`src/rtl/updown_mod_counter.sv`:
```
// Up/down modulo counter: synchronous clear, clamped parallel load, enable prescaler, rollover pulse.
// Build option COUNTER_SATURATE_EN: saturate at the range ends instead of wrapping (wrap stays 0).
module updown_mod_counter #(
    parameter int WIDTH    = 4,
    parameter int MODULUS  = 16,
    parameter int PRESCALE = 1
) (
    input  logic             clock,
    input  logic             reset_n,
    input  logic             enable,
    input  logic             up_down,
    input  logic             clear,
    input  logic             load,
    input  logic [WIDTH-1:0] load_value,
    output logic [WIDTH-1:0] counter_out,
    output logic             terminal_count,
    output logic             wrap
);

    localparam logic [WIDTH-1:0] MAX_COUNT   = WIDTH'(MODULUS - 1);
    localparam logic [WIDTH:0]   MODULUS_EXT = (WIDTH + 1)'(MODULUS);

    logic             step_tick;
    logic [WIDTH-1:0] count_reg;
    logic [WIDTH-1:0] count_next;
    logic             wrap_reg;
    logic             wrap_next;
    logic             at_top;
    logic             at_bottom;
    logic [WIDTH-1:0] load_clamped;

    generate
        if (PRESCALE > 1) begin : g_prescale
            localparam int PW = $clog2(PRESCALE);
            localparam logic [PW-1:0] PRE_LAST = PW'(PRESCALE - 1);

            logic [PW-1:0] prescale_reg;

            // Clear and load restart the prescaler so a new count value always gets a full period.
            always_ff @(posedge clock or negedge reset_n) begin
                if (!reset_n) begin
                    prescale_reg <= '0;
                end else if (clear || load) begin
                    prescale_reg <= '0;
                end else if (enable) begin
                    prescale_reg <= (prescale_reg == PRE_LAST) ? '0 : prescale_reg + PW'(1);
                end
            end

            assign step_tick = enable && (prescale_reg == PRE_LAST);
        end else begin : g_no_prescale
            assign step_tick = enable;
        end
    endgenerate

    assign at_top    = (count_reg == MAX_COUNT);
    assign at_bottom = (count_reg == '0);

    // Widened compare so MODULUS = 2^WIDTH never clamps.
    assign load_clamped = ({1'b0, load_value} >= MODULUS_EXT) ? MAX_COUNT : load_value;

    always_comb begin
        count_next = count_reg;
        wrap_next  = 1'b0;
        if (clear) begin
            count_next = '0;
        end else if (load) begin
            count_next = load_clamped;
        end else if (step_tick) begin
            if (up_down) begin
                if (at_top) begin
`ifdef COUNTER_SATURATE_EN
                    count_next = count_reg;
`else
                    count_next = '0;
                    wrap_next  = 1'b1;
`endif
                end else begin
                    count_next = count_reg + WIDTH'(1);
                end
            end else begin
                if (at_bottom) begin
`ifdef COUNTER_SATURATE_EN
                    count_next = count_reg;
`else
                    count_next = MAX_COUNT;
                    wrap_next  = 1'b1;
`endif
                end else begin
                    count_next = count_reg - WIDTH'(1);
                end
            end
        end
    end

    always_ff @(posedge clock or negedge reset_n) begin
        if (!reset_n) begin
            count_reg <= '0;
            wrap_reg  <= 1'b0;
        end else begin
            count_reg <= count_next;
            wrap_reg  <= wrap_next;
        end
    end

    assign counter_out    = count_reg;
    assign wrap           = wrap_reg;
    assign terminal_count = up_down ? at_top : at_bottom;

endmodule

```
`config.mk`:
```
export PLATFORM = sky130hd
export DESIGN_NAME = updown_mod_counter
export DESIGN_NICKNAME = d
export VERILOG_FILES = /design/src/rtl/updown_mod_counter.sv
export SDC_FILE = /design/constraint.sdc
export NUM_CORES = 1
export LEC_CHECK = 0
export CAP_MARGIN = 25
export CORE_AREA = 2 2 39 41
export CTS_BUF_LIST = sky130_fd_sc_hd__clkbuf_4 sky130_fd_sc_hd__clkbuf_8 sky130_fd_sc_hd__clkbuf_16
export DETAILED_ROUTE_END_ITERATION = 12
export DIE_AREA = 0 0 41 43
export PLACE_DENSITY_LB_ADDON = 0.1
export SYNTH_ARGS = -nofsm -noshare
export SYNTH_HDL_FRONTEND = slang
export SYNTH_SLANG_ARGS = --single-unit
```
`constraint.sdc`:
```
create_clock -name clock -period 2.28 [get_ports clock]
set_input_delay 0.456 -clock clock [delete_from_list [all_inputs] [get_ports clock]]
set_output_delay 0.456 -clock clock [all_outputs]
set_load 0.005 [all_outputs]
```
==> results.ini <==
[floorplanning]
coreArea_um2=1384
die_w_um=41
die_area_um2=1763
start_util_pct=29.57
core.rowCount=14
dieHeight_um=43
top_level_ports=16

[power_and_ir_drop]
p_leak_nw=0.2947
p_total_uw=318.7
p_sw_share_pct=26.40
power_frac_comb_pct=33.7
p_clk_share_pct=35.1
p_switching_uw=84.15
seqPwrFrac_pct=31.2
p_int_uw=234.6
p_per_area_nw_per_um2=491.8
peakVddDrop_uv=302.2

[critical_path]
reg2reg_to=counter_out[0]
reg2reg_from=counter_out[0]
cp.arrival_ns=1.66
crit_type=input port to output pin
crit_path_max_fanout=2
startpoint_type=input port
worstSetupEndpointType=output pin
r2r_setup_slack_ns=0.51
rr_worst_depth=7
required_ns=1.82

[synthesis]
synth_area_um2=409.1
syn-mean-instance-area_um2=8.705
synthCells=47
synth_nets=59
synth_cell_types=26
synth.yosys.warnings=0
ys_ff_latch=5
yosysSeqAreaShare_pct=30.58

[cts]
cts-resized-gates=1
holdBufCountCts=0
cts.clk_slew.worst_paths_ns=0.04
clk_path_buf_depth=2
post_cts_buffers=0
clockRootBuffer=clkbuf_4
htree_levels=1
clk_latency_ns=0.24
cts_buffers=3
cts_tree=built
cts_sinks=5

[finish]
post_route_cells_drive_above_1_share_pct=19.72
diodes=0
nets=84
multi_input_area_um2=245.2
syn2layout_area_growth_pct=58.41
ff_latch_area_um2=125.1
largest_reg_flops=4
post-route-cell-area_um2=648.1
nFillCells=144

[placement]
placed_area_um2=619.3
place_ws_ns=-0.1013
gp_congestion=0.7144
port_buffers=15
place_hpwl_um=794.3

[sta]
hold-worst-slack_ns=0.4349
rsz0062_at_grt=false
slew-limit-headroom_pct=75.64
final.period_utilization_pct=92.63
fin_skew_ns=0.0008861
finalCriticalPeriod_ns=2.112
setup_ws_ns=0.1681
hold_viol_final=0
setup_viol=0
max_slew.worst_pin.slew_ns=0.3561
fmax_mhz=473.5
drv_slew=0

[routing]
vias_per_cell=4.839
highest_layer=met3
drt-total-wl_um=1006
first_pass_iters=2
drc_errors=0
wl_met3_um=38
met2_length_um=482
dr.first_iter.drc_count=5
wl_per_cell_um=11.56
ant_nets=0
vias=421
wl_met1_um=485

[job]
max_cap_violations=0

[run_status]
status=finished, final reports clean

[grt]
grtUsageTotal_pct=13.55
grt_max_degree=11
grt_pass1_wl_um=1642
grt.overflow.total=0
antenna_found_initial=0
grt_pass1_vias=399

[hold_path]
hold_class=input port to asynchronous set/reset pin

==> per-layer routing <==
metal	track usage (%)	up-vias
li1	-	222
met3	1.571	0
met1	18.75	190
met4	6.000	0
met5	0	-
met2	20.31	9
==> placed cells by master, fill, tap and decap left out, types with 2 or more instances in the layout <==
master and count:
inv_1 7, a21oi_1 5, nor2_1 3, xnor2_1 2, clkdlybuf4s50_1 14, buf_4 7, ha_1 2, mux2i_1 2
dfrtp_1 5, nand2_1 3, clkbuf_4 4
==> synth_stat cells (all sizes together) <==
master   count  area (um2)
buf          2       12.51
dfrtp        5       125.1
nor2         3       11.26
nand2        3       11.26
o21ai        1       5.000
and4b        1       10.01
a311oi       1       8.760
a41o         1       11.26
xnor2        2       17.52
or4b         1       13.76
nor3         1       5.000
a2111oi      2       23.77
nand4        1       6.260
mux2i        2       20.02
o21a         1       7.510
nor4         1       6.260
a31oi        1       6.260
or2b         1       7.510
o31ai        1       7.510
ha           2       25.02
nor2b        1       6.260
inv          7       26.28
a21oi        5       25.02
a311o        1       10.01
==> power by group through the flow <==
stage | Sequential (mW) | Combinational (mW) | Clock, mW
global placement | 0.101 | 0.109 | 0
global route | 0.0998 | 0.120 | 0.119
detailed placement | 0.101 | 0.109 | 0
CTS | 0.0993 | 0.108 | 0.117
finish | 0.0993 | 0.108 | 0.112
floorplan | 0.107 | 0.0464 | 0
==> worst max-delay path: stages <==
cell and delay [ns]:
clkdlybuf4s50_1 0.42, or4b_4 0.49, nand2_1 0.06, dlygate4sd2_1 0.22
==> how the worst max path moves through the flow <==
| stage | depth (start not counted) | slack (ns) | from | end |
|---|---|---|---|---|
| after detailed placement | 4 | -0.10 | up_down | terminal_count |
| final | 4 | 0.17 | up_down | terminal_count |
| after floorplan | 4 | 0.59 | counter_out[0] | terminal_count |
| after CTS | 4 | 0.16 | up_down | terminal_count |
| after global routing | 4 | 0.11 | up_down | terminal_count |
| after global placement | 4 | -0.10 | up_down | terminal_count |
==> cell families (layout without fill, tap and decap cells) <==
group                      after synthesis  after routing  synth area share (%)
DFF                                      5              5                 30.58
and+or+nand+nor                         13             13                 18.96
buffers and inverters                    9             33                 9.481
muxes                                    2              2                 4.893
AOI/OAI and AO/OA                       14             14                 25.69
xor gates and xnor gates                 2              2                 4.282
adders and majority gates                2              2                 6.115
==> metrics by stage <==
step / std cells / utilization [%] / setup TNS, ns
3_5_place_dp: 83 / 44.76 / -0.1013
5_1_grt: 87 / 46.84 / 0
3_3_place_gp: 83 / 44.76 / -0.1026
2_1_floorplan: 47 / - / 0
4_1_cts: 87 / 46.84 / 0
6_report: 87 / 46.84 / 0
==> layout make-up <==
type	instances	area share (%)
well taps	16	3.089
clock buffers	4	4.633
repair buffers	22	31.08
inverters	7	4.054
multi-input cells	33	37.84
flip-flops and latches	5	19.31
Power figures use the tool's default switching activity.
